## config.mk

```make
export PLATFORM = sky130hd
export DESIGN_NAME = sigmoid_pipe
export DESIGN_NICKNAME = d
export VERILOG_FILES = /design/src/rtl/sigmoid_pipe.sv
export SDC_FILE = /design/constraint.sdc
export NUM_CORES = 1
export LEC_CHECK = 0
export BUFFER_PORTS_ARGS = -buffer_cell sky130_fd_sc_hd__buf_2
export CAP_MARGIN = 10
export CORE_MARGIN = 5
export CORE_UTILIZATION = 50
export DETAILED_ROUTE_END_ITERATION = 12
export GPL_TIMING_DRIVEN = 0
export PLACE_DENSITY = 0.7
export SLEW_MARGIN = 20
export SYNTH_ARGS = -nofsm -noshare
export SYNTH_HDL_FRONTEND = slang
export SYNTH_SLANG_ARGS = --single-unit
```

## constraint.sdc

```tcl
create_clock -name clk -period 2.2 [get_ports clk]
set_input_delay 0.11 -clock clk [delete_from_list [all_inputs] [get_ports clk]]
set_output_delay 0.11 -clock clk [all_outputs]
set_load 0.02 [all_outputs]
```

## src/rtl/sigmoid_pipe.sv

```systemverilog
// Streaming multi-lane sigmoid using a shift-only piecewise-linear approximation, 3-stage pipeline.
// Define SIGMOID_SATCNT_EN to add the sat_cnt port counting lanes that hit the saturated region.
module sigmoid_pipe #(
  parameter int LANES  = 1,
  parameter int DATA_W = 8,
  parameter int FRAC_W = 3,
  parameter int OUT_W  = 8
) (
  input  logic                      clk,
  input  logic                      rst_n,
  input  logic                      in_valid,
  output logic                      in_ready,
  input  logic [LANES*DATA_W-1:0]   in_data,
  output logic                      out_valid,
  input  logic                      out_ready,
  output logic [LANES*OUT_W-1:0]    out_data
`ifdef SIGMOID_SATCNT_EN
  ,
  output logic [15:0]               sat_cnt
`endif
);

  localparam int IF_W = FRAC_W + 5;
  localparam int YW   = IF_W + 1;
  localparam int AW   = DATA_W + 3;
  localparam int SW   = DATA_W + IF_W + 2;
  localparam int RW   = YW + OUT_W + 1;
  localparam int RSH  = (IF_W > OUT_W) ? IF_W - OUT_W : 0;
  localparam int LSH  = (OUT_W > IF_W) ? OUT_W - IF_W : 0;

  // 2.375 is rounded up when FRAC_W cannot represent it exactly
  localparam logic [AW-1:0] TH_R1   = AW'(1 << FRAC_W);
  localparam logic [AW-1:0] TH_R2   = AW'((19 * (1 << FRAC_W) + 7) / 8);
  localparam logic [AW-1:0] TH_R3   = AW'(5 * (1 << FRAC_W));
  localparam logic [RW-1:0] HALF    = RW'((1 << RSH) >> 1);
  localparam logic [RW-1:0] OUT_MAX = RW'({OUT_W{1'b1}});
  localparam logic [YW-1:0] Y_ONE   = {1'b1, {IF_W{1'b0}}};

  function automatic logic [DATA_W-1:0] abs_val(input logic [DATA_W-1:0] x);
    return x[DATA_W-1] ? (~x + 1'b1) : x;
  endfunction

  function automatic logic [1:0] region(input logic [DATA_W-1:0] a);
    logic [AW-1:0] ax;
    ax = AW'(a);
    if (ax < TH_R1)      return 2'd0;
    else if (ax < TH_R2) return 2'd1;
    else if (ax < TH_R3) return 2'd2;
    else                 return 2'd3;
  endfunction

  // Slopes are pure shifts of a into the IF_W-fraction domain, so every segment is exact
  function automatic logic [YW-1:0] plan_y(input logic [DATA_W-1:0] a, input logic [1:0] rg);
    logic [SW-1:0] ax;
    logic [SW-1:0] y;
    ax = SW'(a);
    case (rg)
      2'd0:    y = (ax << 3) + (SW'(1) << (IF_W - 1));
      2'd1:    y = (ax << 2) + (SW'(5) << (IF_W - 3));
      2'd2:    y = ax + (SW'(27) << FRAC_W);
      default: y = SW'(Y_ONE);
    endcase
    return YW'(y);
  endfunction

  function automatic logic [OUT_W-1:0] round_sat(input logic [YW-1:0] y, input logic s);
    logic [YW-1:0] t;
    logic [RW-1:0] v;
    t = s ? (Y_ONE - y) : y;
    v = ((RW'(t) + HALF) >> RSH) << LSH;
    return (v > OUT_MAX) ? {OUT_W{1'b1}} : OUT_W'(v);
  endfunction

  logic              en;
  logic              vld_p0, vld_p1, vld_p2;
  logic [DATA_W-1:0] a_p0  [LANES];
  logic [1:0]        rg_p0 [LANES];
  logic [LANES-1:0]  s_p0;
  logic [YW-1:0]     y_p1  [LANES];
  logic [LANES-1:0]  s_p1;

  assign en        = ~vld_p2 | out_ready;
  assign in_ready  = en;
  assign out_valid = vld_p2;

  always_ff @(posedge clk) begin
    if (en) begin
      for (int i = 0; i < LANES; i++) begin
        // p0: magnitude, sign, region
        a_p0[i]  <= abs_val(in_data[i*DATA_W +: DATA_W]);
        rg_p0[i] <= region(abs_val(in_data[i*DATA_W +: DATA_W]));
        s_p0[i]  <= in_data[i*DATA_W + DATA_W - 1];
        // p1: positive-half PLAN value
        y_p1[i]  <= plan_y(a_p0[i], rg_p0[i]);
        s_p1[i]  <= s_p0[i];
      end
    end
  end

  always_ff @(posedge clk or negedge rst_n) begin
    if (!rst_n) begin
      vld_p0   <= 1'b0;
      vld_p1   <= 1'b0;
      vld_p2   <= 1'b0;
      out_data <= '0;
    end else if (en) begin
      vld_p0 <= in_valid;
      vld_p1 <= vld_p0;
      vld_p2 <= vld_p1;
      // p2: mirror for negative inputs, round, clamp
      for (int i = 0; i < LANES; i++)
        out_data[i*OUT_W +: OUT_W] <= round_sat(y_p1[i], s_p1[i]);
    end
  end

`ifdef SIGMOID_SATCNT_EN
  logic [LANES-1:0] r3_p1;
  logic [LANES-1:0] r3_p2;
  logic [31:0]      sat_sum;
  logic [15:0]      sat_nxt;

  always_ff @(posedge clk) begin
    if (en) begin
      for (int i = 0; i < LANES; i++)
        r3_p1[i] <= (rg_p0[i] == 2'd3);
    end
  end

  always_ff @(posedge clk or negedge rst_n) begin
    if (!rst_n)  r3_p2 <= '0;
    else if (en) r3_p2 <= r3_p1;
  end

  always_comb begin
    sat_sum = 32'(sat_cnt);
    for (int i = 0; i < LANES; i++)
      sat_sum = sat_sum + 32'(r3_p2[i]);
    sat_nxt = (sat_sum > 32'h0000_FFFF) ? 16'hFFFF : sat_sum[15:0];
  end

  always_ff @(posedge clk or negedge rst_n) begin
    if (!rst_n)                   sat_cnt <= 16'd0;
    else if (vld_p2 && out_ready) sat_cnt <= sat_nxt;
  end
`endif

endmodule

```

# Word level (Yosys, flattened, before mapping)
# Memories as Yosys holds them, arrays and structs flattened.
# Index checks and enable logic that the tools add are counted.
# word_totals
memories,3
ramBits,19
reg_bits,13
in_bits,12
out_inout_bits,10
wordCells,35
# mem_list
name,words,word_bits,rd,rd_ports_with_merged_regs,wr,line_no,rtl
y_p1,1,9,1,0,1,79,logic [YW-1:0] y_p1 [LANES];
a_p0,1,8,1,0,1,76,logic [DATA_W-1:0] a_p0 [LANES];
rg_p0,1,2,1,0,1,77,logic [1:0] rg_p0 [LANES];
# op_classes
add_sub_neg,5
eq_ne,2
n_reduce_logical,1
bitwise,3
order_cmp,4
mux,11
# op_table
operator,n
$pmux W9 S3,1
$add A9 B8 Y9 const B,2
$mux W9,2
$mux W8,2
$add A8 B8 Y9 const B,1
$gt A9 B8 Y1 const B,1
$sub A9 B9 Y9 const A,1
$add A8 B1 Y8 const B,1
$lt A8 B4 Y1 const B,1
$lt A8 B5 Y1 const B,1
$lt A8 B6 Y1 const B,1
$not A8 Y8,1
$mux W2,3
$mux W1,3
$eq A2 B1 Y1 const B,1
$eq A2 B2 Y1 const B,1
$logic_not A2 Y1,1
$not A1 Y1,1
$or A1 B1 Y1,1

# Logic depth before layout (Yosys ltp)
# Gate-level depths: netlist of the first run.
# depth
ltp_word,8
depth_mapped,8

# Worst setup path before layout of the first run
# Ideal clock, no wire load.
# synth_path
path_kind,reg2reg
from,register vld_p2 (netlist: out_valid)
to,"memory a_p0[0][0], enable pin"
path_slack_ns,0.241
period_less_slack_ns,1.959
stages_incl_launch_ff,3
setup_ns,0.402
arrival_ns,1.557
path_cell_list,dfrtp_1 -> nand2b_1 -> clkbuf_1
# synth_via
elab_chain_cells,4
# synth_lines
item,line_no,rtl
start: declaration,75,"logic vld_p0, vld_p1, vld_p2;"
start signal: assignment,109,vld_p2 <= vld_p1;
$not A1 Y1,82,assign en = ~vld_p2 | out_ready;
$or A1 B1 Y1,82,
named net in_ready,12,"output logic in_ready,"
$mux W1,87,if (en) begin
$mux W1 (implied by the code),90,a_p0[i] <= abs_val(in_data[i*DATA_W +: DATA_W]);
end: declaration,76,
# The timed path passes the listed nets, and every way through them passes these cells.

# Worst setup path in the final report of the first run
# layout_path
from,input in_data[7]
to,"memory rg_p0[0][1], data pin"
# layout_via
elab_chain_cells,7
# layout_lines
item,line_no,rtl
start: declaration,13,"input logic [LANES*DATA_W-1:0] in_data,"
$not A8 Y8,40,return x[DATA_W-1] ? (~x + 1'b1) : x;
$add A8 B1 Y8,40,
$mux W8 *,40,
$lt A8 B5 Y1,47,else if (ax < TH_R2) return 2'd1;
$mux W2,47,
$mux W2 *,46,if (ax < TH_R1) return 2'd0;
$mux W2 *,87,
end: declaration,77,
# Every way passes the cells marked *; elsewhere a longest branch is shown, timed or not. The select of a mux whose other input is x is not followed.

==> results of run 1 <==
[cell usage in the layout (no fill, tap or decap), types with 6 or more instances in the layout]
| master | instances |
|---|---|
| a21oi_1 | 13 |
| buf_2 | 21 |
| dfrtp_1 | 11 |
| edfxtp_1 | 21 |
| ha_1 | 7 |
| inv_1 | 9 |
| nand2_1 | 8 |
| nand2b_1 | 6 |
| nor2_1 | 11 |
| o21ai_0 | 11 |
| xnor2_1 | 10 |
| xor2_1 | 7 |
[worst paths after layout]
kind	cells after the start	slack, ns	to	from
max in group asynchronous	2	1.82	out_data[0]$_DFFE_PN0P_	rst_n
min in group asynchronous	2	0.18	out_data[5]$_DFFE_PN0P_	rst_n
hold / removal	2	0.02	vld_p0$_DFFE_PN0P_	in_valid
hold reg to reg	0	0.43	s_p1$_DFFE_PP_	s_p0$_DFFE_PP_
setup reg to reg	6	0.41	out_data[0]$_DFFE_PN0P_	y_p1[0][2]$_DFFE_PP_
setup / recovery	8	0.30	rg_p0[0][1]$_SDFFCE_PN0P_	in_data[7]
[logic make-up (layout without fill, tap and decap cells)]
kind of cell,count (synthesis),count (layout),synth area share (%)
flip-flops,32,32,51.1
XOR/XNOR,17,17,8.40
AO/OA/AOI/OAI,37,37,13.0
multiplexers,6,6,3.53
AND/OR/NAND/NOR,46,46,14.6
buffers and inverters,16,46,4.45
adder cells (fa/ha/maj),7,7,4.94
[layer usage]
layer  track usage (%)  vias to the layer above  wire length (um)
met5                 0                        -                 0
met4              6.29                        0                44
met3              3.91                        4               139
met2              28.3                       27              1780
met1              13.6                      575              1110
li1                  -                      628                 -
[cell type report]
| cell class | instances | area, um^2 | area share (%) |
|---|---|---|---|
| Multi-Input combinational cell | 113 | 788 | 39.2 |
| Sequential cell | 32 | 906 | 45.1 |
| Timing Repair Buffer | 22 | 120 | 5.97 |
| Clock buffer | 8 | 58.8 | 2.92 |
| Buffer | 7 | 46.3 | 2.30 |
| Inverter | 9 | 33.8 | 1.68 |
| Tap cell | 46 | 57.6 | 2.86 |
[stage by stage]
stage | util, % | instances | worst slack, ns | hold slack [ns] | cell area (um^2)
after CTS | 59.3 | 237 | 0.311 | 0.00952 | 2010
after detailed placement | 57.0 | 227 | 0.221 | -0.0115 | 1930
after global placement | 57.0 | 227 | 0.151 | -0.0186 | 1930
after floorplan | - | 161 | 0.241 | -0.186 | 1770
final | 59.3 | 237 | 0.297 | 0.0223 | 2010
after global routing | 59.3 | 237 | 0.175 | 0.0105 | 2010
[what timing repair did]
action / 4_1_cts / 5_1_grt
endpoints found under the hold margin: 12 / 0
setup buffers: 0 / 0
hold buffers: 2 / 0
[power by group]
part / leakage, uW / internal, uW / total [uW] / switching, uW
combinational: 0.000445 / 234 / 563 / 329
sequential: 0.000324 / 812 / 907 / 94.5
clock: 0.0000326 / 158 / 339 / 181
total: 0.000801 / 1200 / 1810 / 604
[flip-flops by register name (all words and copies together), names as in the netlist]
register / count
vld_p0: 1
a_p0: 8
out_data: 8
vld_p1: 1
s_p0: 1
s_p1: 1
y_p1: 9
out_valid: 1
rg_p0: 2
[worst max-delay path, stage by stage]
cell	delay [ns]
dlygate4sd3_1	0.53
buf_2	0.14
buf_6	0.13
nand2_1	0.06
o21ai_0	0.10
a221o_1	0.37
and3_1	0.18
a2111o_1	0.34
==> key figures, run 1 <==
Run status
  • Status: complete, no violations

CTS
  • Clk buf depth: 2
  • Worst skew pair latency: 0.32 ns
  • CTS tree: yes
  • CTS buffer count: 5
  • Clock Tree Root: clkbuf_4
  • Clock sinks: 32
  • # H-tree levels: 2
  • Clock transition at path regs: 0.09 ns
  • Post-CTS sizing: 0

Die
  • Die X: 69.5 um
  • DIE HEIGHT: 69.5 um
  • Total core area: 3390 um^2
  • Die area: 4840 um^2
  • Site Rows: 21
  • I/O pins: 22
  • Initial Utilization: 52.3%

Timing
  • RSZ-0062 raised after global routing: no
  • Clk_skew: 0.00787 ns
  • Worst-margin pin slew: 0.668 ns
  • Final period util: 86.5%
  • Tmin final: 1.90 ns
  • Finish-stage setup viols: 0
  • Hold Vio Cnt, Final: 0
  • Final Max Slew Viols: 0
  • Peak Freq: 525 MHz
  • Setup tns final: 0 ns
  • Relative slew margins: 55.4%

Placement
  • DP Wirelength: 2.33 mm
  • Routability cong.: 0.842
  • Port Buffers: 20

Drt
  • Vias per cell: 5.21
  • DRT Pass-1 Iters: 4
  • WL/cell: 13.0 um
  • First DRT Iteration DRCs: 62
  • Antenna Nets Post-Route: 0
  • DRT Wirelength: 3.07 mm
  • DRC Markers: 0
  • Vias: 1234

Setup path
  • Worst Path Required: 2.27 ns
  • Setup crit start kind: primary input
  • Critical path type: primary input to flip-flop
  • Critical path peak fanout: 10
  • CP Data Arrival Time: 1.97 ns
  • Critical Path Sink Type: flip-flop

Synth
  • Top-area cell type share of the netlist area: 35.6%
  • Synth top cells by count: edfxtp_1 (21), a21oi_1 (13), dfrtp_1 (11), nor2_1 (11), o21ai_0 (11)
  • Mapped Nets: 180
  • Mean Syn Cell Area: 11.0 um^2
  • Synth Flop Type: edfxtp_1
  • Count leader, synth: edfxtp_1
  • Yosys reg bits: 32
  • Mapped Area: 1770 um^2
  • Synth cell types: 42
  • Ys async rst share: 34.4%
  • Synth Instances: 161
  • Top cells by area, synth: edfxtp_1 (36%), dfrtp_1 (16%), ha_1 (4.9%)
  • Synth warn: 0
  • Post-synth EDFFs: 21
  • Sequential fraction of the synthesis area: 51.1%
  • Yosys top cell by area: edfxtp_1

Finish
  • Layout cell share with drive strength beyond 1: 19.4%
  • N_diodes: 0
  • Fill cell count: 291
  • # nets final: 209
  • Synthesis-to-finish area growth: 13.4%

Global routing
  • Initial antenna violation count: 0
  • Vias in the first global route: 1382
  • Tot GR Track Use: 14.4%
  • GR Overflow Total: 0
  • First-pass GRT wire length: 5.68 mm
  • Largest net degree at the start of global routing: 32

Pwr
  • Total power draw: 1810 uW
  • Leakage: 0.000801 uW
  • Max rail drop VDD: 0.000333 V
  • Pwr Density: 899 nW/um^2

Flow run
  • Max-cap viol count: 0

Hold path
  • Min-Delay Path Class: primary input to flip-flop
Note: power is estimated with default switching activity, not from simulation.
==> run 2: changes to the inputs <==
Settings changed: BUFFER_PORTS_ARGS -buffer_cell sky130_fd_sc_hd__buf_2 to not set, CORE_UTILIZATION 50 to 35, DONT_BUFFER_PORTS set to 1, PLACE_DENSITY 0.7 to not set.
==> run 2 against run 1 <==
Final cell count grew 3.0%. Critical path depth decreased by 2. Clock skew shrank 0.0052 ns. Register-to-register slack lost 0.03 ns. Die area grew 36%. Sequential cell count stayed put. Largest power group unchanged.
==> key figures, run 2 (synthesized netlist as in run 1, its figures left out) <==
Global routing
  • Vias in the first global route: 1219
  • First-pass GRT wire length: 4.96 mm
  • Tot GR Track Use: 10.1%
  • Largest net degree at the start of global routing: 31
  • Initial antenna violation count: 0
  • GR Overflow Total: 0

CTS
  • Post-CTS Setup Inserts: 0
  • Worst skew pair latency: 0.27 ns
  • Post-CTS sizing: 0
  • Clk buf depth: 2
  • Clock transition at path regs: 0.06 ns
  • # H-tree levels: 2
  • Clock sinks: 32
  • CTS tree: yes
  • CTS buffer count: 5
  • Clock Tree Root: clkbuf_8

Finish
  • Synthesis-to-finish area growth: 13.5%
  • N_diodes: 0
  • # nets final: 192
  • Largest Register: y_p1
  • Largest register FFs: 9
  • Top Registers: y_p1 x9, a_p0 x8, out_data x8
  • Most common cell after layout, fill and taps aside: edfxtp_1
  • Layout cell share with drive strength beyond 1: 10.3%
  • Most frequent cells in the layout: edfxtp_1 (21), a21oi_1 (13), o21ai_0 (11), nor2_1 (11), dfrtp_1 (11)

Drt
  • First DRT Iteration DRCs: 25
  • Antenna Nets Post-Route: 0
  • DRT Pass-1 Iters: 3
  • WL/cell: 11.9 um
  • DRT Wirelength: 2.91 mm
  • Vias: 1159
  • DRC Markers: 0
  • Vias per cell: 4.75

Timing
  • Peak Freq: 549 MHz
  • Final period util: 82.7%
  • Final Max Slew Viols: 0
  • Setup tns final: 0 ns
  • Clk_skew: 0.00266 ns
  • Tmin final: 1.82 ns
  • Finish-stage setup viols: 0
  • Relative slew margins: 67.5%
  • Hold Vio Cnt, Final: 0
  • RSZ-0062 raised after global routing: no
  • Worst-margin pin slew: 0.486 ns

Setup path
  • Setup crit start kind: flip-flop
  • Cell family with most CP delay: simple AND/OR/NAND/NOR gates
  • CP max-delay cell: or3_1
  • Critical Path Max Stage Delay: 0.44 ns
  • Bufs and invs on worst path: 1
  • Critical path type: flip-flop to flip-flop
  • CP Data Arrival Time: 1.98 ns
  • Crit-path cells: or3_1, nor4_2, xnor2_1, and2_1, buf_2, a21oi_1
  • Critical path peak fanout: 8
  • Critical Path Sink Type: flip-flop
  • Worst Path Required: 2.36 ns

Hold path
  • Min-Delay Path Class: primary input to flip-flop

Run status
  • Status: complete, no violations

Placement
  • Port Buffers: 0
  • Routability cong.: 0.801
  • DP Wirelength: 2.24 mm

Pwr
  • Leakage: 0.000765 uW
  • Total power draw: 1870 uW
  • Pwr Density: 929 nW/um^2
  • Max rail drop VDD: 0.000316 V

Die
  • Die area: 6590 um^2
  • Total core area: 5010 um^2
  • Site Rows: 26
  • Die X: 81.2 um
  • I/O pins: 22
  • DIE HEIGHT: 81.2 um
  • Initial Utilization: 35.4%

Flow run
  • Max-cap viol count: 0
==> run 2: cell type report <==
type                            count  area [um^2]
Fill cell                         494         3000
Tap cell                           70         87.6
Buffer                              7         46.3
Sequential cell                    32          906
Multi-Input combinational cell    113          788
Clock buffer                        8         90.1
Inverter                            9         33.8
Timing Repair Buffer                5         60.1
==> run 2: report_power, final <==
group	leakage [uW]	internal (uW)	switching [uW]
logic	0.000395	208	239
registers	0.000324	813	164
clock network	0.0000455	254	190
==> run 2: worst register-to-register path, cell delays in order, from the launching register on <==
cell	delay (ns)
edfxtp_1	0.43
or3_1	0.44
nor4_2	0.27
xnor2_1	0.17
and2_1	0.14
buf_2	0.17
a21oi_1	0.08
==> run 2: worst paths after layout <==
check | to | depth (start not counted) | startpoint | slack (ns)
max in group asynchronous | out_data[7]$_DFFE_PN0P_ | 1 | rst_n | 1.64
setup reg to reg | out_data[3]$_DFFE_PN0P_ | 6 | y_p1[0][2]$_DFFE_PP_ | 0.38
setup / recovery | out_data[3]$_DFFE_PN0P_ | 6 | y_p1[0][2]$_DFFE_PP_ | 0.38
min in group asynchronous | out_data[2]$_DFFE_PN0P_ | 1 | rst_n | 0.23
hold reg to reg | s_p1$_DFFE_PP_ | 0 | s_p0$_DFFE_PP_ | 0.43
hold / removal | a_p0[0][7]$_DFFE_PP_ | 1 | in_data[6] | 0.03
==> run 2: timing repair <==
action	4_1_cts	5_1_grt
hold endpoints to repair	14	0
hold buffers	4	0
setup endpoints to repair	0	0
==> run 2: per-stage QoR <==
step	worst slack, ns	util, %	cell area [um^2]	std cells	hold slack, ns
2_1_floorplan	0.241	-	1770	161	-0.186
3_3_place_gp	-0.0681	37.1	1860	231	-0.185
3_5_place_dp	0.386	37.6	1880	232	-0.185
4_1_cts	0.374	40.2	2010	244	0.0186
5_1_grt	0.303	40.2	2010	244	0.0225
6_report	0.380	40.2	2010	244	0.0316
==> run 2: metal layers <==
layer | track usage (%) | vias to the layer above | routed length [um]
met5 | 0 | - | 0
met2 | 18.1 | 30 | 1480
met4 | 5.24 | 0 | 65
met3 | 5.88 | 8 | 230
met1 | 8.70 | 530 | 1130
li1 | - | 591 | -
==> run 3: changes to the inputs <==
Clock period 2.2 ns to 1.6 ns, I/O delays scaled along.
==> run 3 against run 2 <==
Critical endpoint is now out_data[0]$_DFFE_PN0P_. Worst setup slack got worse by 0.49 ns. The flow now finishes with violations (negative hold slack, negative setup slack). Non-clock buffer count grew 7. Highest routed layer unchanged. Wire length grew 10%. Power is 51% higher. Final cell count is 2.9% higher.
==> key figures, run 3 (synthesized netlist as in run 1, its figures left out) <==
Run status
  • Status: finished with violations
  • Failing checks: negative hold slack, negative setup slack

Finish
  • Most common cell after layout, fill and taps aside: edfxtp_1
  • Top Registers: y_p1 x9, a_p0 x8, out_data x8
  • # nets final: 199
  • Largest Register: y_p1
  • Largest register FFs: 9
  • Most frequent cells in the layout: edfxtp_1 (21), nor2_1 (11), dfrtp_1 (11)
  • Final core utilization: 42.6%
  • Layout cell share with drive strength beyond 1: 20.4%
  • N_diodes: 0
  • Synthesis-to-finish area growth: 20.3%
  • Fin area: 2130 um^2

Setup path
  • CP max-delay cell: or3_4
  • Critical path peak fanout: 8
  • CP Data Arrival Time: 1.87 ns
  • Critical Path Sink Type: flip-flop
  • Critical Path Max Stage Delay: 0.44 ns
  • Critical path type: flip-flop to flip-flop
  • Setup crit start kind: flip-flop
  • Crit-path cells: or3_4, nor4_4, xnor2_1, and2_1, buf_6, a21oi_1
  • Worst Path Required: 1.77 ns

Placement
  • Port Buffers: 0
  • Pre-CTS WS: -0.217 ns
  • DP Wirelength: 2.28 mm
  • DP Area: 1880 um^2
  • Routability cong.: 0.765

Global routing
  • First-pass GRT wire length: 5.30 mm
  • Vias in the first global route: 1290
  • GR Overflow Total: 0
  • Largest net degree at the start of global routing: 32
  • Tot GR Track Use: 10.5%
  • Initial antenna violation count: 0

CTS
  • CTS buffer count: 5
  • Clock Tree Root: clkbuf_8
  • Clk buf depth: 2
  • # H-tree levels: 2
  • CTS tree: yes
  • Worst skew pair latency: 0.28 ns
  • Clock transition at path regs: 0.07 ns
  • Clock sinks: 32

Timing
  • RSZ-0062 raised after global routing: yes
  • Tmin final: 1.71 ns
  • Final period util: 107%
  • Setup ws final: -0.108 ns
  • Relative slew margins: 68.5%
  • Worst-margin pin slew: 0.471 ns
  • Hold WS: -0.00459 ns
  • Finish-stage setup viols: 8
  • Peak Freq: 585 MHz
  • Final Max Slew Viols: 0
  • Clk_skew: 0.00832 ns
  • Hold Vio Cnt, Final: 1

Die
  • Die X: 81.2 um
  • Initial Utilization: 35.4%
  • Die area: 6590 um^2
  • DIE HEIGHT: 81.2 um
  • Total core area: 5010 um^2
  • Site Rows: 26
  • I/O pins: 22

Drt
  • Vias per cell: 4.77
  • WL/cell: 12.8 um
  • DRT Wirelength: 3.21 mm
  • DRC Markers: 0
  • First DRT Iteration DRCs: 40
  • Vias: 1198
  • Antenna Nets Post-Route: 0
  • DRT Pass-1 Iters: 4

Pwr
  • Combinational Power Share: 25.6%
  • NetSw: 894 uW
  • Pwr Density: 1320 nW/um^2
  • Leakage: 0.000811 uW
  • Reg power frac: 48.0%
  • Max rail drop VDD: 0.000479 V
  • Clk pwr share: 26.5%
  • P_int: 1930 uW
  • Total power draw: 2820 uW
  • Net Sw Frac: 31.6%

Hold path
  • Min-Delay Path Class: primary input to flip-flop

Flow run
  • Max-cap viol count: 0
run 3: cell count changes in the layout (fill, tap and decap cells not counted), moves of 2 or more:
cell | previous run | this run
inv_1 | 9 | 5
clkbuf_1 | 4 | 2
inv_2 | 0 | 4
ha_1 | 7 | 5
buf_4 | 0 | 8
a21oi_2 | 1 | 4
a21oi_1 | 13 | 10
run 3: routing by layer:
layer / track usage, % / share of wire (%) / up-vias / routed length, um
li1: - / - / 611 / -
met1: 9.70 / 38 / 548 / 1210
met2: 20.2 / 54 / 33 / 1720
met3: 4.10 / 7.1 / 6 / 229
met4: 4.39 / 1.4 / 0 / 44
met5: 0 / 0 / - / 0
run 3: final timing paths:
kind                                      start                       to  slack, ns  cells past startpoint
hold / removal                       in_data[6]     a_p0[0][6]$_DFFE_PP_     -0.005                      1
min in group asynchronous                 rst_n       vld_p1$_DFFE_PN0P_       0.19                      1
setup / recovery           y_p1[0][4]$_DFFE_PP_  out_data[0]$_DFFE_PN0P_      -0.11                      6
hold reg to reg                  s_p0$_DFFE_PP_           s_p1$_DFFE_PP_       0.43                      0
setup reg to reg           y_p1[0][4]$_DFFE_PP_  out_data[0]$_DFFE_PN0P_      -0.11                      6
max in group asynchronous                 rst_n  out_data[3]$_DFFE_PN0P_       1.09                      1
run 3: final cells by class:
| class | count | area (um^2) |
|---|---|---|
| fillers | 477 | 2880 |
| flip-flops and latches | 32 | 906 |
| multi-input cells | 113 | 836 |
| repair buffers | 13 | 110 |
| well taps | 70 | 87.6 |
| clock buffers | 6 | 72.6 |
| plain buffers | 6 | 51.3 |
| clock inverters | 2 | 35.0 |
| inverters | 9 | 33.8 |
run 3: per-stage QoR:
| stage | TNS (ns) | instances |
|---|---|---|
| global route | -1.41 | 251 |
| finish | -0.845 | 251 |
| floorplan | -0.0720 | 161 |
| global placement | -2.06 | 231 |
| CTS | -0.278 | 246 |
| detailed placement | -2.95 | 231 |
run 3: worst max-delay path, delay by kind of cell (launching register included):
| kind | cells | cell delay, ns |
|---|---|---|
| XOR/XNOR | 1 | 0.16 |
| AND/OR/NAND/NOR | 3 | 0.83 |
| AO/OA/AOI/OAI | 1 | 0.06 |
| buffers and inverters | 1 | 0.13 |
| flip-flops | 1 | 0.41 |
run 3: power groups by stage:
stage / clock network (uW) / logic [uW] / registers, uW
final: 748 / 723 / 1350
after global routing: 794 / 814 / 1380
after CTS: 762 / 662 / 1360
after detailed placement: 0 / 606 / 1370
after global placement: 0 / 580 / 1360
after floorplan: 0 / 506 / 1330
run 3: repair_timing:
| action | in CTS | in global routing |
|---|---|---|
| setup buffers | 3 | 5 |
| endpoints found under the setup margin | 30 | 12 |
| pin swaps | 2 | 5 |
| resized for setup | 6 | 7 |
| hold endpoints to repair | 15 | 0 |
| hold buffers | 5 | 0 |
